$ cat src/rtl/sensor_uart_tx_scheduler.sv
// Round-robin scheduler that sends each non-empty sensor FIFO head as a
// two-byte {ID, data} frame on one UART TX valid/ready channel, then pops it.
module sensor_uart_tx_scheduler #(
  parameter int DATA_DEPTH = 8,
  parameter int N_SRC      = 8,
  parameter int SRC_W      = 3,
  parameter int ID_BASE    = 97
) (
  input  logic                        i_clk,
  input  logic                        i_rst,
  input  logic [N_SRC-1:0]            i_src_enable,
  input  logic [N_SRC-1:0]            i_fifo_data_out_valid_to_extract,
  input  logic [N_SRC*DATA_DEPTH-1:0] i_fifo_data_out,
  output logic [N_SRC-1:0]            o_fifo_data_out_extracted,
  output logic [DATA_DEPTH-1:0]       o_uart_send_data,
  output logic                        o_uart_send_valid,
  input  logic                        i_uart_send_data_ready,
  output logic                        o_busy,
  output logic [SRC_W-1:0]            o_active_src
);

  typedef enum logic [1:0] {
    ST_IDLE      = 2'd0,
    ST_SEND_ID   = 2'd1,
    ST_SEND_DATA = 2'd2,
    ST_POP       = 2'd3
  } state_t;

  state_t                state_q, state_d;
  logic [SRC_W-1:0]      idx_q, idx_d;
  logic [SRC_W-1:0]      rr_q, rr_d;
  logic [SRC_W-1:0]      active_q, active_d;
  logic [DATA_DEPTH-1:0] word_q, word_d;
  logic [DATA_DEPTH-1:0] tx_data_q, tx_data_d;
  logic                  tx_valid_q, tx_valid_d;
  logic                  busy_q, busy_d;
  logic [N_SRC-1:0]      extract_q, extract_d;

  logic [N_SRC-1:0]      req_s;
  logic [SRC_W:0]        cand_s;
  logic                  hit_s;
  logic                  grant_found_s;
  logic [SRC_W-1:0]      grant_idx_s;
  logic [DATA_DEPTH-1:0] grant_word_s;

  function automatic logic [N_SRC-1:0] src_onehot(input logic [SRC_W-1:0] idx);
    return {{(N_SRC-1){1'b0}}, 1'b1} << idx;
  endfunction

  assign req_s = i_fifo_data_out_valid_to_extract & i_src_enable;

  // Round-robin search: first requesting source at or above rr_q, wrapping at N_SRC.
  always_comb begin
    grant_found_s = 1'b0;
    grant_idx_s   = {SRC_W{1'b0}};
    cand_s        = {(SRC_W+1){1'b0}};
    hit_s         = 1'b0;
    for (int i = 0; i < N_SRC; i++) begin
      cand_s        = {1'b0, rr_q} + (SRC_W+1)'(i);
      cand_s        = (cand_s >= (SRC_W+1)'(N_SRC)) ? cand_s - (SRC_W+1)'(N_SRC) : cand_s;
      hit_s         = req_s[cand_s[SRC_W-1:0]] & ~grant_found_s;
      grant_idx_s   = hit_s ? cand_s[SRC_W-1:0] : grant_idx_s;
      grant_found_s = grant_found_s | hit_s;
    end
  end

  // Head word of the granted source.
  always_comb begin
    grant_word_s = {DATA_DEPTH{1'b0}};
    for (int k = 0; k < N_SRC; k++) begin
      grant_word_s = (grant_idx_s == SRC_W'(k)) ?
                     i_fifo_data_out[k*DATA_DEPTH +: DATA_DEPTH] : grant_word_s;
    end
  end

  // Frame sequencing: next state and next registered outputs.
  always_comb begin
    state_d    = state_q;
    idx_d      = idx_q;
    rr_d       = rr_q;
    active_d   = active_q;
    word_d     = word_q;
    tx_data_d  = tx_data_q;
    tx_valid_d = tx_valid_q;
    extract_d  = {N_SRC{1'b0}};
    case (state_q)
      ST_IDLE: begin
        if (grant_found_s) begin
          idx_d      = grant_idx_s;
          active_d   = grant_idx_s;
          word_d     = grant_word_s;
          tx_data_d  = DATA_DEPTH'(ID_BASE) + DATA_DEPTH'(grant_idx_s);
          tx_valid_d = 1'b1;
          state_d    = ST_SEND_ID;
        end else begin
          state_d    = ST_IDLE;
        end
      end
      ST_SEND_ID: begin
        if (i_uart_send_data_ready) begin
          tx_data_d = word_q;
          state_d   = ST_SEND_DATA;
        end else begin
          state_d   = ST_SEND_ID;
        end
      end
      ST_SEND_DATA: begin
        // A FIFO that went empty mid-frame must not be popped.
        if (i_uart_send_data_ready) begin
          tx_valid_d = 1'b0;
          tx_data_d  = {DATA_DEPTH{1'b0}};
          extract_d  = i_fifo_data_out_valid_to_extract & src_onehot(idx_q);
          state_d    = ST_POP;
        end else begin
          state_d    = ST_SEND_DATA;
        end
      end
      ST_POP: begin
        rr_d    = (idx_q == SRC_W'(N_SRC-1)) ? {SRC_W{1'b0}} : idx_q + SRC_W'(1);
        state_d = ST_IDLE;
      end
      default: begin
        tx_valid_d = 1'b0;
        state_d    = ST_IDLE;
      end
    endcase
    busy_d = (state_d != ST_IDLE);
  end

  // State and output registers.
  always_ff @(posedge i_clk or negedge i_rst) begin
    if (!i_rst) begin
      state_q    <= ST_IDLE;
      idx_q      <= {SRC_W{1'b0}};
      rr_q       <= {SRC_W{1'b0}};
      active_q   <= {SRC_W{1'b0}};
      word_q     <= {DATA_DEPTH{1'b0}};
      tx_data_q  <= {DATA_DEPTH{1'b0}};
      tx_valid_q <= 1'b0;
      busy_q     <= 1'b0;
      extract_q  <= {N_SRC{1'b0}};
    end else begin
      state_q    <= state_d;
      idx_q      <= idx_d;
      rr_q       <= rr_d;
      active_q   <= active_d;
      word_q     <= word_d;
      tx_data_q  <= tx_data_d;
      tx_valid_q <= tx_valid_d;
      busy_q     <= busy_d;
      extract_q  <= extract_d;
    end
  end

  assign o_fifo_data_out_extracted = extract_q;
  assign o_uart_send_data          = tx_data_q;
  assign o_uart_send_valid         = tx_valid_q;
  assign o_busy                    = busy_q;
  assign o_active_src              = active_q;

endmodule

$ cat config.mk
export PLATFORM = sky130hd
export DESIGN_NAME = sensor_uart_tx_scheduler
export DESIGN_NICKNAME = d
export VERILOG_FILES = /design/src/rtl/sensor_uart_tx_scheduler.sv
export SDC_FILE = /design/constraint.sdc
export NUM_CORES = 1
export LEC_CHECK = 0
export CAP_MARGIN = 20
export CORE_UTILIZATION = 40
export CTS_BUF_LIST = sky130_fd_sc_hd__clkbuf_16
export CTS_CLUSTER_SIZE = 40
export DETAILED_ROUTE_END_ITERATION = 6
export PLACE_DENSITY_LB_ADDON = 0.12
export SETUP_SLACK_MARGIN = 0.2
export SYNTH_ARGS = -nofsm -noshare
export SYNTH_HDL_FRONTEND = slang
export SYNTH_SLANG_ARGS = --single-unit
$ cat constraint.sdc
create_clock -name i_clk -period 4.43 [get_ports i_clk]
set_input_delay 1.329 -clock i_clk [delete_from_list [all_inputs] [get_ports i_clk]]
set_output_delay 1.329 -clock i_clk [all_outputs]
set_load 0.1 [all_outputs]
==> flow_metrics.py, run 1 <==
metrics = {
    "cts": {
        "clock_latency_ps": 280,
        "cts_tree": "built",
        "cts.sink_count": 34,
        "htree_levels": 2,
        "clk_pin_slew_ps": 50,
        "cts.path.max_buffers": 2,
        "cts_buffers": 5,
        "root_buffer": "clkbuf_16",
    },
    "routing": {
        "wl_per_cell_um": 17.0,
        "antenna_left": 0,
        "drc_errors": 0,
        "m1WireLength_um": 4310,
        "drtIter0Drc": 102,
        "met3_length_um": 599,
        "viasPerCell": 5.63,
        "vias": 3533,
        "dr.pass1.iters": 4,
        "drt-total-wl_um": 10600,
        "dr_wl_met2_um": 5440,
        "highest_layer": "met4",
    },
    "placed_design": {
        "dp_hpwl_um": 8420,
        "port_buffers": 103,
        "dp_cells": 611,
        "place_congestion": 0.850,
    },
    "sta": {
        "timing.fmax_mhz": 241,
        "final_hold_viol_count": 0,
        "min_period_over_period_pct": 93.6,
        "final-max-slew-violation-count": 0,
        "tightestPinTransition_ps": 985,
        "skew_ps": 2.81,
        "fin_crit_ps": 4140,
        "setup_viol": 0,
        "max_slew_margin_pct": 34.1,
        "grt_setup_unrepaired": "yes",
    },
    "worst_setup_path": {
        "crit_path_end_kind": "flop",
        "cp.arrival_ps": 4290,
        "worst-setup-path-type": "in2reg",
        "start_kind": "input port",
        "cp.required_ps": 4580,
        "cp_max_fo": 7,
    },
    "finish": {
        "drive_gt1_share_pct": 30.3,
        "diodes": 0,
        "nets": 625,
        "final_cell_count_no_fill": 627,
        "areaGrowthSynthToFinish_pct": 58.2,
    },
    "yosys": {
        "yosysWarningCount": 0,
        "syn_area_per_cell_um2": 9.08,
        "ys.flop_type": "dfrtp_1",
        "yosys.area.top_type": "dfrtp_1",
        "syn_nets": 464,
        "syn_inst": 363,
        "synthDominantCellAreaShare_pct": 25.8,
        "async_flop_share_pct": 100,
        "ys_ff_latch": 34,
        "synth_edf_count": 0,
        "synthTopCellsByArea": "dfrtp_1, mux4_2, ha_1",
        "yosysSeqAreaShare_pct": 25.8,
        "synthesis.area_mm2": 0.00330,
        "synthDistinctLibCells": 63,
    },
    "die": {
        "core_mm2": 0.00785,
        "rows": 32,
        "start_util_pct": 42.0,
        "dieArea_mm2": 0.00861,
        "die_w_um": 92.8,
        "io_pins": 104,
        "die_y_um": 92.8,
    },
    "grt": {
        "grt_pass1_wl_um": 17200,
        "grt_pass1_vias": 3608,
        "grt_overflow_total": 0,
        "grt_usage_pct": 25.7,
        "antenna_found_initial": 0,
        "grt_start_max_net_pins": 35,
    },
    "run": {
        "max-cap-violations": 0,
    },
    "run_status": {
        "status": "finished, final reports clean",
    },
    "worst_hold_path": {
        "hp-class": "reg2reg",
    },
}
area by class of cell:
cell class / instances / area, um^2
clock buffers: 5 / 125
clock inverters: 3 / 12.5
fillers: 678 / 2630
inverters: 15 / 68.8
multi-input cells: 292 / 2420
flip-flops and latches: 34 / 851
well taps: 102 / 128
repair buffers: 176 / 1600
per-stage QoR:
stage	utilization (%)	setup WS, ps	hold WS, ps	cell area (um^2)	setup TNS [ps]
floorplan	-	130	520	3330	0
global placement	61.7	-490	468	4840	-3840
detailed placement	61.7	-555	480	4840	-4410
CTS	65.4	201	492	5130	0
global route	66.4	96.3	538	5210	0
finish	66.4	286	486	5210	0
registers in the layout, indices dropped and copies added (netlist names):
register and count:
o_uart_send_data 8, state_q 2, o_uart_send_valid 1, o_active_src 3, rr_q 3, o_fifo_data_out_extracted 8, word_q 8, o_busy 1
layer usage:
metal  vias up  GRT usage, %
li1       1704             -
met5         -             0
met2       135          46.3
met1      1671          30.4
met4         0          9.49
met3        23          4.43
cells by family (layout without fill, tap and decap cells):
family	count (synthesis)	after routing	synth area share, %
AO/OA/AOI/OAI	124	124	26.0
multiplexers	38	38	18.0
adder cells (fa/ha/maj)	18	18	6.83
AND/OR/NAND/NOR	109	109	15.9
flip-flops	34	34	25.8
buffers and inverters	37	199	6.53
XOR/XNOR	3	3	0.797
worst max-delay path: stages:
cell and delay [ps]:
buf_2 150, nand2_2 100, mux4_2 490, mux2i_1 200, nand3b_1 220, o211ai_1 140
a2bb2oi_2 180, a41oi_4 270, inv_2 100, ha_4 190, buf_6 130, nor2b_1 120
buf_4 160, a22oi_2 140, nand2_1 80, mux2i_2 190, a31oi_1 110
cells in the mapped netlist, drive strengths merged (6+ instances only):
library cell / count
buf: 15
mux2i: 17
nor2b: 7
mux4: 15
nand3: 7
o211ai: 11
nor2: 28
o32ai: 9
clkbuf: 7
o21ai: 19
ha: 18
a22oi: 17
and3: 11
dfrtp: 34
mux2: 6
a21oi: 29
a31oi: 8
inv: 15
nand2: 35
and2: 8
repair_timing:
item                                   4_1_cts  5_1_grt
endpoints found under the hold margin        0        0
setup endpoints to repair                    9        9
setup buffers                                5        3
resized for setup                           76       47
pin swaps                                   13       21
hold buffers                                 0        0
layout by cell type, fill, tap and decap left out, types with 3 or more instances in the layout:
cell type / count
dfrtp_1: 34
buf_2: 3
a31oi_1: 8
o21ai_0: 16
and2_1: 4
and3_1: 10
clkbuf_16: 5
a22oi_1: 13
nand2_1: 27
mux4_2: 15
o211ai_1: 11
o32ai_1: 9
clkbuf_2: 5
and2_4: 3
inv_1: 13
nor2_1: 27
a21o_1: 3
buf_6: 14
mux2i_1: 15
clkdlybuf4s50_1: 87
nand2b_1: 3
a22oi_2: 4
a21oi_1: 26
mux2_2: 4
nand3_1: 6
buf_4: 64
nor2b_1: 6
ha_1: 15
o22ai_1: 3
nand2_4: 3
nand2_2: 4
worst paths after layout:
| path | start | to | slack (ps) | cells past startpoint |
|---|---|---|---|---|
| max in group asynchronous | i_rst | o_uart_send_valid | 2650 | 2 |
| setup reg to reg | rr_q[0] | word_q[0] | 480 | 18 |
| hold / removal | o_uart_send_data[4] | o_uart_send_data[4] | 490 | 2 |
| hold reg to reg | o_uart_send_data[4] | o_uart_send_data[4] | 490 | 2 |
| setup / recovery | i_fifo_data_out_valid_to_extract[3] | word_q[0] | 290 | 17 |
| min in group asynchronous | i_rst | o_fifo_data_out_extracted[1] | 1470 | 2 |
Power of run 1 is not shown: default switching activity piles up to over one toggle a cycle in this logic, so the estimate is an artifact.
==> run 2, diff against run 1 <==
CORE_MARGIN = 4   (was unset)
==> run 2 against run 1 <==
Net effect: routed wire length rose by 4.8%; sequential share of layout area shrank 0.40 points; non-clock buffer count up 5; highest routed layer unchanged; setup slack better by 22 ps; critical endpoint is now word_q[7].
==> flow_metrics.py, run 2 (same netlist as run 1, synthesis figures left out) <==
metrics = {
    "run_status": {
        "status": "finished, final reports clean",
    },
    "die": {
        "core_mm2": 0.00789,
        "rows": 32,
        "start_util_pct": 41.8,
        "dieArea_mm2": 0.00976,
        "io_pins": 104,
        "die_w_um": 98.8,
        "die_y_um": 98.8,
    },
    "finish": {
        "fin_util_pct": 67.8,
        "layout_commonest_cell": "clkdlybuf4s50_1",
        "final_cell_mix": "clkdlybuf4s50_1, buf_4, dfrtp_1, nand2_1",
        "drive_gt1_share_pct": 34.3,
        "final_design_area_no_fill_mm2": 0.00535,
        "nets": 630,
        "fillers": 618,
        "diodes": 0,
        "areaGrowthSynthToFinish_pct": 62.2,
    },
    "worst_setup_path": {
        "worst-setup-path-type": "in2reg",
        "cp.arrival_ps": 4280,
        "r2r-start": "rr_q[0]",
        "cp.required_ps": 4580,
        "r2r_setup_slack_ps": 470,
        "reg2reg_depth": 20,
        "timing.rr.end": "word_q[7]",
        "crit_path_end_kind": "flop",
        "start_kind": "input port",
        "cp_max_fo": 8,
    },
    "grt": {
        "grt_start_max_net_pins": 35,
        "grt_overflow_total": 0,
        "antenna_found_initial": 0,
        "grt_pass1_vias": 3625,
        "grt_pass1_wl_um": 17700,
        "grt_usage_pct": 22.1,
    },
    "routing": {
        "wl_per_cell_um": 17.6,
        "dr.pass1.iters": 4,
        "antenna_left": 0,
        "drtIter0Drc": 86,
        "viasPerCell": 5.69,
        "vias": 3597,
        "drc_errors": 0,
        "drt-total-wl_um": 11100,
    },
    "sta": {
        "final-max-slew-violation-count": 0,
        "final_hold_viol_count": 0,
        "skew_ps": 2.07,
        "timing.fmax_mhz": 243,
        "min_period_over_period_pct": 93.1,
        "tightestPinTransition_ps": 986,
        "grt_setup_unrepaired": "yes",
        "max_slew_margin_pct": 34.0,
        "fin_crit_ps": 4120,
        "setup_viol": 0,
        "setup_ws_ps": 307,
    },
    "cts": {
        "cts_buffers": 5,
        "ctsHoldBuffers": 0,
        "htree_levels": 2,
        "cts.sink_count": 34,
        "clk_pin_slew_ps": 50,
        "clock_latency_ps": 280,
        "cts_tree": "built",
        "cts.path.max_buffers": 2,
        "root_buffer": "clkbuf_16",
    },
    "worst_hold_path": {
        "hp-start": "o_uart_send_data[4]",
        "hp-class": "reg2reg",
        "min_path_cells": 2,
        "hold-path-endpoint": "o_uart_send_data[4]",
    },
    "placed_design": {
        "place_area_mm2": 0.00481,
        "place_ws_ps": -744,
        "port_buffers": 103,
        "place_congestion": 0.880,
        "dp_hpwl_um": 8540,
    },
    "run": {
        "max-cap-violations": 0,
    },
}
[run 2: cell types whose count changed in the layout (fill, tap and decap cells not counted), sizes merged]
cell / previous run / this run
clkbuf: 10 / 13
buf: 84 / 86
[run 2: final cells by class]
cell class / count / area (um^2) / share of cell area (%)
multi-input combinational: 292 / 2500 / 46.8
timing repair buffer: 181 / 1660 / 31.0
sequential: 34 / 851 / 15.9
tap: 102 / 128 / 2.39
clock buffer: 5 / 125 / 2.34
inverter: 15 / 68.8 / 1.29
clock inverter: 3 / 12.5 / 0.234
[run 2: worst max-delay path by stage]
stage	slack [ps]	end	start	depth (start not counted)
final	310	word_q[7]	i_fifo_data_out_valid_to_extract[7]	20
after global routing	110	word_q[6]	i_fifo_data_out_valid_to_extract[7]	19
after CTS	210	word_q[0]	i_src_enable[7]	19
after detailed placement	-740	word_q[6]	i_fifo_data_out_valid_to_extract[6]	18
after global placement	-680	word_q[6]	i_fifo_data_out_valid_to_extract[6]	18
after floorplan	130	word_q[7]	i_fifo_data_out_valid_to_extract[6]	15
[run 2: what timing repair did]
item / in CTS / in global routing
gates resized for setup: 73 / 81
setup endpoints to repair: 10 / 9
gates cloned: 1 / 0
hold endpoints to repair: 0 / 0
buffers inserted: 7 / 9
pin swaps: 17 / 20
[run 2: metrics by stage]
stage               instances  hold slack, ps  setup TNS, ps
floorplan                 363             520              0
global placement          607             469          -5400
detailed placement        607             479          -6000
CTS                       623             490              0
global route              632             544              0
finish                    632             483              0
[run 2: worst max-delay path, cell delays in order]
cell and delay, ps:
buf_8 90, nand2_8 60, buf_6 120, mux4_2 470, buf_4 160, buf_4 120
nor2_1 150, o211ai_1 100, o21a_1 120, o221ai_2 180, a21oi_2 60, buf_4 140
ha_2 170, nor2b_4 150, buf_4 140, a22oi_2 120, o21ai_1 80, o221a_2 250
a211oi_2 170, a21oi_1 90
[run 2: layer usage]
metal / global-route usage [%] / routed length [um] / vias to the layer above
met1: 26.6 / 4420 / 1708
met5: 0 / 0 / -
met4: 5.78 / 196 / 0
met2: 39.4 / 5670 / 156
li1: - / - / 1713
met3: 5.59 / 845 / 20
Power of run 2 is left out for the same reason.
==> run 3, diff against run 2 <==
CTS_CLUSTER_DIAMETER = 50   (was unset)
==> results of run 3 <==
No change in the layout: final DEF, timing and power equal those of run 2.
Power of run 3 is left out for the same reason.
